**config.mk**
```make
export PLATFORM = sky130hd
export DESIGN_NAME = minterm_seq_detector
export DESIGN_NICKNAME = d
export VERILOG_FILES = /design/src/rtl/minterm_seq_detector_pkg.sv /design/src/rtl/minterm_seq_detector_sat_counter.sv /design/src/rtl/minterm_seq_detector.sv
export SDC_FILE = /design/constraint.sdc
export NUM_CORES = 1
export LEC_CHECK = 0
export BUFFER_PORTS_ARGS = -buffer_cell sky130_fd_sc_hd__buf_2
export CAP_MARGIN = 20
export CORE_UTILIZATION = 40
export CTS_BUF_LIST = sky130_fd_sc_hd__clkbuf_8 sky130_fd_sc_hd__clkbuf_16
export DETAILED_ROUTE_END_ITERATION = 10
export GPL_TIMING_DRIVEN = 0
export PLACE_DENSITY_LB_ADDON = 0.08
export SLEW_MARGIN = 20
export SYNTH_ARGS = -nofsm -noshare
export SYNTH_HDL_FRONTEND = slang
export SYNTH_SLANG_ARGS = --single-unit
export TNS_END_PERCENT = 50
```
**constraint.sdc**
```tcl
create_clock -name clk -period 2.7 [get_ports clk]
set_clock_uncertainty 0.05 [all_clocks]
set_input_delay 0.54 -clock clk [delete_from_list [all_inputs] [get_ports clk]]
set_output_delay 0.54 -clock clk [all_outputs]
set_load 0.01 [all_outputs]
```
**src/rtl/minterm_seq_detector_pkg.sv**
```systemverilog
// Shared definitions for the minterm sequence detector: FSM state type and
// default geometry of the window, truth table and match counter.
package minterm_seq_detector_pkg;

  // FILL: collecting the first WIDTH bits; RUN: every accepted bit is evaluated.
  typedef enum logic {
    FILL = 1'b0,
    RUN  = 1'b1
  } state_t;

  localparam int unsigned DEF_WIDTH = 3;
  localparam logic [7:0]  DEF_MASK  = 8'h46;
  localparam int unsigned DEF_CNT_W = 8;

endpackage

```
**src/rtl/minterm_seq_detector_sat_counter.sv**
```systemverilog
// Saturating up-counter with synchronous clear; stops at all-ones.
module sat_counter #(
  parameter int unsigned CNT_W = 8
) (
  input  logic             clk,
  input  logic             rst,
  input  logic             clear,
  input  logic             inc,
  output logic [CNT_W-1:0] count
);

  // Clear wins over increment; increments are dropped once saturated.
  always_ff @(posedge clk or posedge rst) begin
    if (rst) begin
      count <= '0;
    end else if (clear) begin
      count <= '0;
    end else if (inc && (count != '1)) begin
      count <= count + CNT_W'(1);
    end
  end

endmodule

```
**src/rtl/minterm_seq_detector.sv**
```systemverilog
// Serial minterm detector: a WIDTH-bit window of the serial stream indexes a
// loadable truth table; each evaluation produces a registered z/z_valid pair
// and bumps a saturating match counter on hits.
module minterm_seq_detector
  import minterm_seq_detector_pkg::*;
#(
  parameter int unsigned             WIDTH = DEF_WIDTH,
  parameter logic [2**WIDTH-1:0]     MASK  = DEF_MASK,
  parameter int unsigned             CNT_W = DEF_CNT_W
) (
  input  logic                 clk,
  input  logic                 rst,
  input  logic                 clear,
  input  logic                 in_valid,
  input  logic                 x,
  input  logic                 load_mask,
  input  logic [2**WIDTH-1:0]  mask_in,
  output logic                 z,
  output logic                 z_valid,
  output logic                 primed,
  output logic [CNT_W-1:0]     match_count
);

  // Fill counter only needs to reach WIDTH-1; the WIDTH-th bit moves to RUN.
  localparam int unsigned FW = (WIDTH > 1) ? $clog2(WIDTH) : 1;
  localparam logic [FW-1:0] FILL_LAST = FW'(WIDTH - 1);

  state_t               state;
  logic [FW-1:0]        fill_cnt;
  logic [WIDTH-1:0]     window;
  logic [WIDTH-1:0]     win_next;
  logic [2**WIDTH-1:0]  mask_reg;
  logic                 eval;
  logic                 hit;

  // Candidate window and evaluation decision for the current cycle; the
  // truth-table lookup uses the mask as it stands before any load this cycle.
  always_comb begin
    win_next = {window[WIDTH-2:0], x};
    eval     = in_valid && !clear && ((state == RUN) || (fill_cnt == FILL_LAST));
    hit      = eval && mask_reg[win_next];
  end

  // FSM, window, mask register and registered outputs.
  always_ff @(posedge clk or posedge rst) begin
    if (rst) begin
      state    <= FILL;
      fill_cnt <= '0;
      window   <= '0;
      mask_reg <= MASK;
      z        <= 1'b0;
      z_valid  <= 1'b0;
      primed   <= 1'b0;
    end else begin
      if (load_mask) begin
        mask_reg <= mask_in;
      end
      if (clear) begin
        state    <= FILL;
        fill_cnt <= '0;
        window   <= '0;
        z        <= 1'b0;
        z_valid  <= 1'b0;
        primed   <= 1'b0;
      end else begin
        z_valid <= 1'b0;
        if (in_valid) begin
          window <= win_next;
          unique case (state)
            FILL: begin
              if (fill_cnt == FILL_LAST) begin
                state  <= RUN;
                primed <= 1'b1;
              end else begin
                fill_cnt <= fill_cnt + FW'(1);
              end
            end
            RUN: ;
            default: state <= FILL;
          endcase
        end
        if (eval) begin
          z       <= mask_reg[win_next];
          z_valid <= 1'b1;
        end
      end
    end
  end

  sat_counter #(
    .CNT_W (CNT_W)
  ) u_match_cnt (
    .clk   (clk),
    .rst   (rst),
    .clear (clear),
    .inc   (hit),
    .count (match_count)
  );

endmodule
```
; Word-level counts from Yosys, hierarchy flattened
; Cells that the tools add are included.
[classes]
mux = 22
eq_ne = 4
reduce_logical = 12
add_sub_neg = 2
order_cmp = 1
[ops]
columns = op, n
row1 = 2-to-1 mux 8 bit, 2
row2 = 2-to-1 mux 1 bit, 13
row3 = 2-to-1 mux 2 bit, 6
row4 = adder 8 x 1 -> 8 bit (second input constant), 1
row5 = != test 8 bit (second input constant), 1
row6 = nonzero test 2 bit, 4
row7 = AND reduction 3 bit, 2
row8 = logical AND 1 bit, 4
row9 = < comparator 3 x 4 -> 1 bit (second input constant), 1
row10 = != test 2 bit (second input constant), 2
row11 = binary-select mux 1 bit (select 3 bit), 1
row12 = adder 2 x 1 -> 2 bit (second input constant), 1
row13 = equality test 2 bit (second input constant), 1
row14 = zero test 1 bit, 1
row15 = logical OR 1 bit, 1
[word_totals]
in_bits = 14
reg_bits = 24
elab_cells = 49
out_inout_bits = 11

; Depth between registers and ports, before layout
; Gate-level depths: netlist of the first run.
[depth]
depth_word = 7
depth_mapped = 7
mapped_depth_nobuf = 6

; Cells and area by module
; A second synthesis of the first run with hierarchy kept.
[hier_totals]
cells_unflattened = 110
area_unflattened_um2 = 1255.0
[by_module_without_submodules]
columns = module, area_per_inst_um2, instances, cells_per_inst, seq_area_each_um2
row1 = minterm_seq_detector, 750.7, 1, 61, 404.1
row2 = sat_counter, 504.2, 1, 49, 200.2

; Worst setup path after synthesis of the first run
; Ideal clock, no wire load.
[synth_timing]
path_kind = input -> register
from = input port clear
to = register u_match_cnt.count[2]
stages = 7
setup_time_ns = 0.135
slack_ns = 0.618
t_arrival_ns = 1.897
required_time_ns = 2.515
path_buffers = 2
path_cell_list = clkbuf_1 inv_1 o211a_1 or4b_1 buf_2 o311ai_1 o31ai_1
[synth_via]
elab_chain_cells = 6
elab_cells_between_ends = 7
cone_classes = mux (1) / reduce/logical (6)
[synth_rtl]
columns = element, line_no
row1 = "start, declared", minterm_seq_detector.sv:13  ; input logic clear,
row2 = zero test 1 bit, minterm_seq_detector.sv:40  ; eval = in_valid && !clear && ((state == RUN) || (fill_cnt == FILL_LAST));
row3 = logical AND 1 bit (2 in a row), minterm_seq_detector.sv:40
row4 = logical AND 1 bit, minterm_seq_detector.sv:41  ; hit = eval && mask_reg[win_next];
row5 = logical AND 1 bit, minterm_seq_detector_sat_counter.sv:18  ; end else if (inc && (count != '1)) begin
row6 = nonzero test 2 bit (no source line), --
row7 = "end signal, assigned", minterm_seq_detector_sat_counter.sv:19  ; count <= count + CNT_W'(1);
row8 = "end, declared", minterm_seq_detector_sat_counter.sv:9  ; output logic [CNT_W-1:0] count
; Parallel ways exist; a longest one is shown, timed or not.
; A chain may end at the register's enable or synchronous reset.

; Worst setup path in the final report of the first run
[layout_timing]
from = input port clear
to = register u_match_cnt.count[4]
; The elaborated chain is that of the path after synthesis.

==> flow_metrics.tcl, run 1 <==
set metrics [dict create \
    yosysSeqAreaShare_pct 52.3 \
    async_reset_ff_share_pct 100 \
    cp-end-kind "register" \
    vias_per_cell 5.38 \
    cts_made_buffers 3 \
    grt_usage_pct 15.7 \
    p_total_uw 742 \
    hpwl_um 1570 \
    p_leak_nw 0.696 \
    cts_setup_buffers 0 \
    place_inst 155 \
    crit_start "clear" \
    fp.dieH_um 55.7 \
    post_route_cells_drive_above_1_share_pct 31.8 \
    critPathRequiredTime_ns 2.81 \
    netlist_area_um2 1150 \
    routed_wirelength_um 2200 \
    fmax_ghz 0.475 \
    status "completed" \
    dieArea_um2 3110 \
    drc 0 \
    clock-sinks 24 \
    finalHoldViolCount 0 \
    setup_ws_ns 0.593 \
    grt_pass1_vias 808 \
    fin_crit_sh_pct 78.0 \
    finalSetupViolCount 0 \
    route.vias.total 860 \
    h-tree-depth 1 \
    post_drt_wl_per_cell_um 13.7 \
    synth_warnings 0 \
    reg2reg_depth 6 \
    io_buffer_count 21 \
    clock_latency_ns 0.27 \
    hold_buffers 0 \
    final_area_um2 1380 \
    pre_cts_ws_ns 0.347 \
    ir_drop_v 0.000327 \
    design.core.area_um2 2730 \
    ys_seq_elements 24 \
    slew_violations 0 \
    nets 146 \
    clockBufferDepth 2 \
    regToRegSetupSlack_ns 0.61 \
    fin_setup_tns_ns 0 \
    worst_slew_pin_slew_ns 0.732 \
    syn_nets 119 \
    clkSlewWorstSetupHoldPaths_ns 0.08 \
    io_pins 25 \
    synthDistinctLibCells 35 \
    power_density_nw_per_um2 537 \
    r2r-start "fill_cnt[0]" \
    multiInputGateArea_um2 515 \
    die_w_um 55.7 \
    final_cells 160 \
    post-route-util_pct 50.5 \
    place_area_um2 1300 \
    crit_chain "clkbuf_1 > inv_1 > o211a_1 > nor4b_2 > a21oi_1 > a211o_1" \
    synth_edf_count 0 \
    diodes 0 \
    seqCellArea_um2 604 \
    crit_end "u_match_cnt.count[4]" \
    initial_core_util_pct 42.2 \
    cp_slowest_cell "nor4b_2" \
    grt.overflow.total 0 \
    cp.arrival_ns 2.22 \
    r2r-end "u_match_cnt.count[4]" \
    avgSynthCellArea_um2 11.2 \
    hold_slack_ns 0.175 \
    rows 19 \
    cts_tree "yes" \
    antenna_found_initial 0 \
    syn_inst 103 \
    synthFlopType "dfrtp_1" \
    cts_root_buf "clkbuf_8" \
    ctsResizeCount 0 \
    worst_setup_path_start_kind "input port" \
    worstPathMaxFanout 8 \
    maxSlewHeadroom_pct 49.9 \
    grt_pass1_wl_um 3800 \
    areaGrowthSynthToFinish_pct 19.6 \
    num-fill-cells 261 \
    initialDrtViolationCount 25 \
    place_congestion 0.736 \
    firstDrtPassIters 6 \
    worstSetupPathType "input port to register" \
    rsz0062_at_grt "no" \
    critPathMaxStageDelay_ns 0.44 \
    drv_cap 0 \
    period_minus_slack_ns 2.11 \
    postRouteAntennaNets 0 \
    hold_path.class "input port to async pin" \
    grt_max_degree 25 \
]
[layout by cell type, fill, tap and decap left out, drive strengths merged, types with 2 or more instances in the layout]
master and n:
nor3 3, dfstp 3, buf 23, mux2 11, ha 2, mux2i 3, xnor2 2, nand3 3
a211o 2, a21oi 2, nand2 7, nor2b 3, inv 5, clkbuf 7, nor2 7, o21ai 2
nor3b 4, and3 5, dfrtp 21
[cell type report]
type	instances	share of cell area [%]
Buffer	4	1.18
Clock buffer	4	3.99
Inverter	5	1.36
Multi-Input combinational cell	70	37.3
Sequential cell	24	43.8
Tap cell	31	2.81
Timing Repair Buffer	22	9.60
[Yosys cell counts (2+ instances only)]
master | n | share of area (%)
clkbuf_1 | 3 | 0.98
a211o_1 | 2 | 1.5
and3_1 | 5 | 2.7
inv_1 | 5 | 1.6
nor3_1 | 3 | 1.3
nor2_1 | 7 | 2.3
nand3_1 | 3 | 1.3
nor2b_1 | 3 | 1.6
a21oi_1 | 2 | 0.87
ha_1 | 2 | 2.2
xnor2_1 | 2 | 1.5
nand2_1 | 7 | 2.3
nor3b_1 | 4 | 2.6
dfrtp_1 | 21 | 46
mux2_2 | 10 | 9.8
dfstp_2 | 3 | 6.8
mux2i_1 | 3 | 2.6
[worst min path at each step]
stage / startpoint / end / slack [ns] / depth (start not counted)
global placement: primed / primed / 0.43 / 2
finish: rst / z_valid / 0.17 / 2
floorplan: mask_reg[0] / mask_reg[0] / 0.42 / 1
global route: rst / z_valid / 0.20 / 2
CTS: rst / u_match_cnt.count[6] / 0.44 / 2
detailed placement: mask_reg[0] / mask_reg[0] / 0.44 / 1
[metal layers]
| metal | vias to the layer above | track usage [%] | part of all wire, % |
|---|---|---|---|
| met3 | 5 | 3.26 | 3.4 |
| met5 | - | 0 | 0 |
| met2 | 18 | 21.9 | 42 |
| li1 | 423 | - | - |
| met1 | 414 | 23.2 | 53 |
| met4 | 0 | 7.86 | 1.9 |
[critical path, delay by kind of cell]
| family | cells | cell delay, ns |
|---|---|---|
| compound gates | 3 | 0.82 |
| simple gates | 1 | 0.44 |
| buf+inv | 2 | 0.41 |
[power by group]
| group | internal, mW | switching (mW) |
|---|---|---|
| clock | 0.130 | 0.112 |
| combinational | 0.0487 | 0.0493 |
| sequential | 0.387 | 0.0149 |
| total | 0.566 | 0.176 |
[kinds of logic after synthesis]
family | count (synthesis) | share of synthesized area, %
xor+xnor | 2 | 1.52
simple gates | 35 | 16.8
flops | 24 | 52.3
mux | 14 | 13.3
buf+inv | 9 | 3.03
fa+ha+maj | 2 | 2.17
compound gates | 17 | 10.8
No activity file was read; power rests on OpenSTA's default activity.
==> inputs of run 2 (changes only) <==
==> constraint.sdc (replaced) <==
create_clock -name clk -period 2.1 [get_ports clk]
set_clock_uncertainty 0.05 [all_clocks]
set_input_delay 0.42 -clock clk [delete_from_list [all_inputs] [get_ports clk]]
set_output_delay 0.42 -clock clk [all_outputs]
set_load 0.01 [all_outputs]
==> run 2 against run 1 <==
  * Core utilization up 0.64 points
  * Largest power group unchanged
  * Routed wire length grew 0.55%
  * Global-route usage unchanged
  * Design area increased by 1.3%
  * Highest routed layer unchanged
  * Combinational power increased by 35%
  * Critical path type is now register to register
  * Largest cell class unchanged
  * Die area did not move
  * Critical endpoint is now u_match_cnt.count[2]
  * Clock power increased by 29%
  * Via count increased by 0.23%
==> flow_metrics.tcl, run 2 (synthesis gave the netlist of run 1 again) <==
set metrics [dict create \
    status "completed" \
    firstDrtPassIters 6 \
    clkSlewWorstSetupHoldPaths_ns 0.08 \
    seq_power_share_pct 53.8 \
    areaGrowthSynthToFinish_pct 21.1 \
    postRouteAntennaNets 0 \
    routed_wirelength_um 2210 \
    cts_made_buffers 3 \
    initialDrtViolationCount 29 \
    cp-end-kind "register" \
    worst_slew_pin_slew_ns 0.491 \
    rows 19 \
    ir_drop_v 0.000431 \
    io_pins 25 \
    clockBufferDepth 2 \
    drv_cap 0 \
    antenna_found_initial 0 \
    hpwl_um 1570 \
    p_leak_nw 0.697 \
    clock_latency_ns 0.27 \
    mostFrequentLayoutCell "buf_2" \
    drc 0 \
    place_inst 155 \
    nets 146 \
    p_total_uw 963 \
    fin_crit_sh_pct 96.1 \
    post_drt_wl_per_cell_um 13.8 \
    dieArea_um2 3110 \
    slew_violations 0 \
    power_density_nw_per_um2 689 \
    vias_per_cell 5.39 \
    grt_pass1_wl_um 3800 \
    cts_tree "yes" \
    h-tree-depth 1 \
    worstSetupPathType "register to register" \
    clock_power_share_pct 32.4 \
    final_cells 160 \
    p_switching_uw 231 \
    clock-sinks 24 \
    rsz0062_at_grt "no" \
    post_route_cells_drive_above_1_share_pct 33.3 \
    grt.overflow.total 0 \
    diodes 0 \
    fp.dieH_um 55.7 \
    cts_root_buf "clkbuf_8" \
    p_int_uw 732 \
    finalSetupViolCount 0 \
    io_buffer_count 21 \
    finalHoldViolCount 0 \
    initial_core_util_pct 42.2 \
    route.vias.total 862 \
    grt_max_degree 25 \
    place_area_um2 1300 \
    die_w_um 55.7 \
    maxSlewHeadroom_pct 67.2 \
    final_area_um2 1400 \
    place_congestion 0.736 \
    cp.arrival_ns 2.12 \
    combPwrFrac_pct 13.7 \
    fmax_ghz 0.496 \
    grt_pass1_vias 808 \
    critPathRequiredTime_ns 2.20 \
    grt_usage_pct 15.7 \
    worstPathMaxFanout 8 \
    design.core.area_um2 2730 \
    swShare_pct 24.0 \
    period_minus_slack_ns 2.02 \
    cts_setup_buffers 0 \
    worst_setup_path_start_kind "register" \
    layout_common_cells "22 x buf_2, 21 x dfrtp_1, 10 x mux2_2, 7 x nor2_1, 7 x nand2_1" \
    hold_path.class "input port to async pin" \
]
-- run 2: cell counts in the layout (fill, tap and decap cells not counted) --
No cell type changed its count.
-- run 2: layer usage --
layer / part of all wire, % / track usage [%]
met1: 53 / 23.2
met2: 42 / 21.9
met3: 3.3 / 3.26
met4: 1.8 / 7.86
met5: 0 / 0
-- run 2: worst paths after layout --
| kind | start | end | slack [ns] | depth (start not counted) |
|---|---|---|---|---|
| max in group asynchronous | rst | mask_reg[2] | 1.46 | 3 |
| setup reg to reg | fill_cnt[0] | u_match_cnt.count[2] | 0.08 | 7 |
| hold / removal | rst | z_valid | 0.05 | 2 |
| hold reg to reg | mask_reg[0] | mask_reg[0] | 0.45 | 1 |
| min in group clk | mask_in[7] | mask_reg[7] | 0.33 | 2 |
| setup / recovery | fill_cnt[0] | u_match_cnt.count[2] | 0.08 | 7 |
-- run 2: power by group through the flow --
stage | Clock (mW) | Sequential (mW) | Combinational (mW)
detailed placement | 0 | 0.527 | 0.121
global placement | 0 | 0.525 | 0.118
CTS | 0.323 | 0.518 | 0.122
floorplan | 0 | 0.525 | 0.0839
global route | 0.338 | 0.523 | 0.148
finish | 0.313 | 0.518 | 0.132
-- run 2: worst max-delay path, cell delays in order, from the launching register on --
cell and delay [ns]:
dfrtp_1 0.40, inv_1 0.06, ha_2 0.21, o211a_1 0.21, or4b_1 0.43, buf_2 0.18
o311ai_1 0.25, o31ai_1 0.11
-- run 2: per-stage QoR --
| step | util [%] | worst slack, ns | hold slack (ns) | TNS [ns] |
|---|---|---|---|---|
| floorplan | - | 0.138 | 0.382 | 0 |
| global placement | 47.5 | -0.116 | 0.428 | -0.325 |
| detailed placement | 47.5 | -0.133 | 0.442 | -0.513 |
| CTS | 49.5 | 0.0252 | 0.320 | 0 |
| global route | 51.2 | 0.0226 | 0.0771 | 0 |
| finish | 51.2 | 0.0828 | 0.0544 | 0 |
-- run 2: what timing repair did --
action                     in CTS  in global routing
hold buffers                    0                  0
setup endpoints to repair       0                  5
gates resized for setup         0                  4
-- run 2: final cells by class --
class,count,area (µm²)
Fill cell,261,1340
Multi-Input combinational cell,70,533
Buffer,4,16.3
Timing Repair Buffer,22,133
Clock buffer,4,55.1
Tap cell,31,38.8
Inverter,5,18.8
Sequential cell,24,604
==> inputs of run 3 (changes only) <==
--- a/config.mk
+++ b/config.mk
@@ -5,11 +5,11 @@
 export SDC_FILE = /design/constraint.sdc
 export NUM_CORES = 1
 export LEC_CHECK = 0
-export BUFFER_PORTS_ARGS = -buffer_cell sky130_fd_sc_hd__buf_2
 export CAP_MARGIN = 20
 export CORE_UTILIZATION = 40
 export CTS_BUF_LIST = sky130_fd_sc_hd__clkbuf_8 sky130_fd_sc_hd__clkbuf_16
 export DETAILED_ROUTE_END_ITERATION = 10
+export DONT_BUFFER_PORTS = 1
 export GPL_TIMING_DRIVEN = 0
 export PLACE_DENSITY_LB_ADDON = 0.08
 export SLEW_MARGIN = 20
==> run 3 against run 2 <==
  * Combinational power fell by 20%
  * Count of clock-buffer cells in the layout fell by 1
  * Highest routed layer unchanged
  * Critical path type unchanged
  * Cell count fell by 14%
  * Critical path depth fell by 1
  * Sequential share of layout area rose by 4.6 points
  * Sequential power rose by 1%
==> flow_metrics.tcl, run 3 (synthesis gave the netlist of run 1 again) <==
set metrics [dict create \
    io_buffer_count 0 \
    p_leak_nw 0.576 \
    antenna_found_initial 0 \
    drc 0 \
    hold_buffers 0 \
    grt_max_degree 25 \
    hold_path.class "input port to async pin" \
    drv_cap 0 \
    layout_common_cells "21 x dfrtp_1, 10 x mux2_2, 7 x nor2_1, 7 x nand2_1, 6 x inv_1" \
    io_pins 25 \
    die_w_um 55.7 \
    cts_tree "yes" \
    areaGrowthSynthToFinish_pct 9.43 \
    setup_ws_ns 0.123 \
    power_density_nw_per_um2 713 \
    ir_drop_v 0.000419 \
    initial_core_util_pct 42.2 \
    worstSetupPathType "register to register" \
    rsz0062_at_grt "no" \
    nets 124 \
    cp.arrival_ns 2.07 \
    routed_wirelength_um 2110 \
    initialDrtViolationCount 28 \
    clock-sinks 24 \
    maxSlewHeadroom_pct 40.1 \
    worst_setup_path_start_kind "register" \
    h-tree-depth 1 \
    route.vias.total 789 \
    status "completed" \
    grt_usage_pct 15.1 \
    cts_root_buf "clkbuf_8" \
    fmax_ghz 0.506 \
    rows 19 \
    finalSetupViolCount 0 \
    hold_slack_ns 0.179 \
    fp.dieH_um 55.7 \
    slew_violations 0 \
    period_minus_slack_ns 1.98 \
    critPathRequiredTime_ns 2.20 \
    p_total_uw 901 \
    clockBufferDepth 2 \
    cts_setup_buffers 0 \
    finalHoldViolCount 0 \
    clkSlewWorstSetupHoldPaths_ns 0.08 \
    pre_cts_ws_ns -0.118 \
    fin_crit_sh_pct 94.1 \
    cp-end-kind "register" \
    grt.overflow.total 0 \
    post_drt_wl_per_cell_um 15.3 \
    post_route_cells_drive_above_1_share_pct 19.6 \
    place_congestion 0.756 \
    firstDrtPassIters 5 \
    design.core.area_um2 2730 \
    mostFrequentLayoutCell "dfrtp_1" \
    cts_made_buffers 3 \
    regToRegSetupSlack_ns 0.12 \
    grt_pass1_wl_um 3680 \
    grt_pass1_vias 806 \
    worst_slew_pin_slew_ns 0.897 \
    place_area_um2 1190 \
    final_area_um2 1260 \
    ctsResizeCount 0 \
    dieArea_um2 3110 \
    post-route-util_pct 46.2 \
    clock_latency_ns 0.26 \
    worstPathMaxFanout 8 \
    postRouteAntennaNets 0 \
    diodes 0 \
    hpwl_um 1540 \
    vias_per_cell 5.72 \
]
==> run 3: changes by cell type in the layout (fill, tap and decap cells not counted) <==
cell,change
o211a_4,+1
buf_16,-1
o211a_1,-1
inv_1,+1
clkbuf_8,-1
buf_2,-21
==> run 3: power by group <==
group / leakage, nW / total [mW] / switching (mW) / internal (mW)
Combinational: 0.240 / 0.106 / 0.0544 / 0.0519
Clock: 0.0269 / 0.271 / 0.141 / 0.131
Sequential: 0.310 / 0.523 / 0.0249 / 0.498
==> run 3: cell type report <==
class / instances / area (µm²)
plain buffers: 4 / 16.3
inverters: 5 / 18.8
clock buffers: 3 / 41.3
fillers: 255 / 1470
flip-flops and latches: 24 / 604
well taps: 31 / 38.8
multi-input cells: 70 / 541
clock inverters: 1 / 3.75
==> run 3: per-stage QoR <==
step / cells / setup TNS [ns]
detailed placement: 134 / -0.347
finish: 138 / 0
global placement: 134 / -0.345
global route: 138 / 0
CTS: 138 / 0
floorplan: 103 / 0
==> run 3: per-layer routing <==
layer	routed length, µm	part of all wire (%)	global-route usage (%)	up-vias
met3	92	4.4	3.72	4
met5	0	0	0	-
li1	-	-	-	379
met2	951	45	22.7	17
met4	29	1.4	7.14	0
met1	1030	49	20.5	389
==> run 3: critical path, cell delays in order, from the launching register on <==
cell and delay (ns):
dfstp_2 0.53, mux2_1 0.12, o22ai_1 0.13, or4b_1 0.50, buf_2 0.19, o311ai_1 0.23
o31ai_1 0.11
==> run 3: path summary, 6_finish.rpt <==
path / from / to / depth (start not counted)
worst max-delay path: mask_reg[6] / u_match_cnt.count[2] / 6
worst min-delay path: rst / u_match_cnt.count[5] / 1
worst max register to register: mask_reg[6] / u_match_cnt.count[2] / 6
worst min register to register: mask_reg[3] / mask_reg[3] / 1
max in group asynchronous: rst / window[1] / 1
min in group clk: mask_in[4] / mask_reg[4] / 1
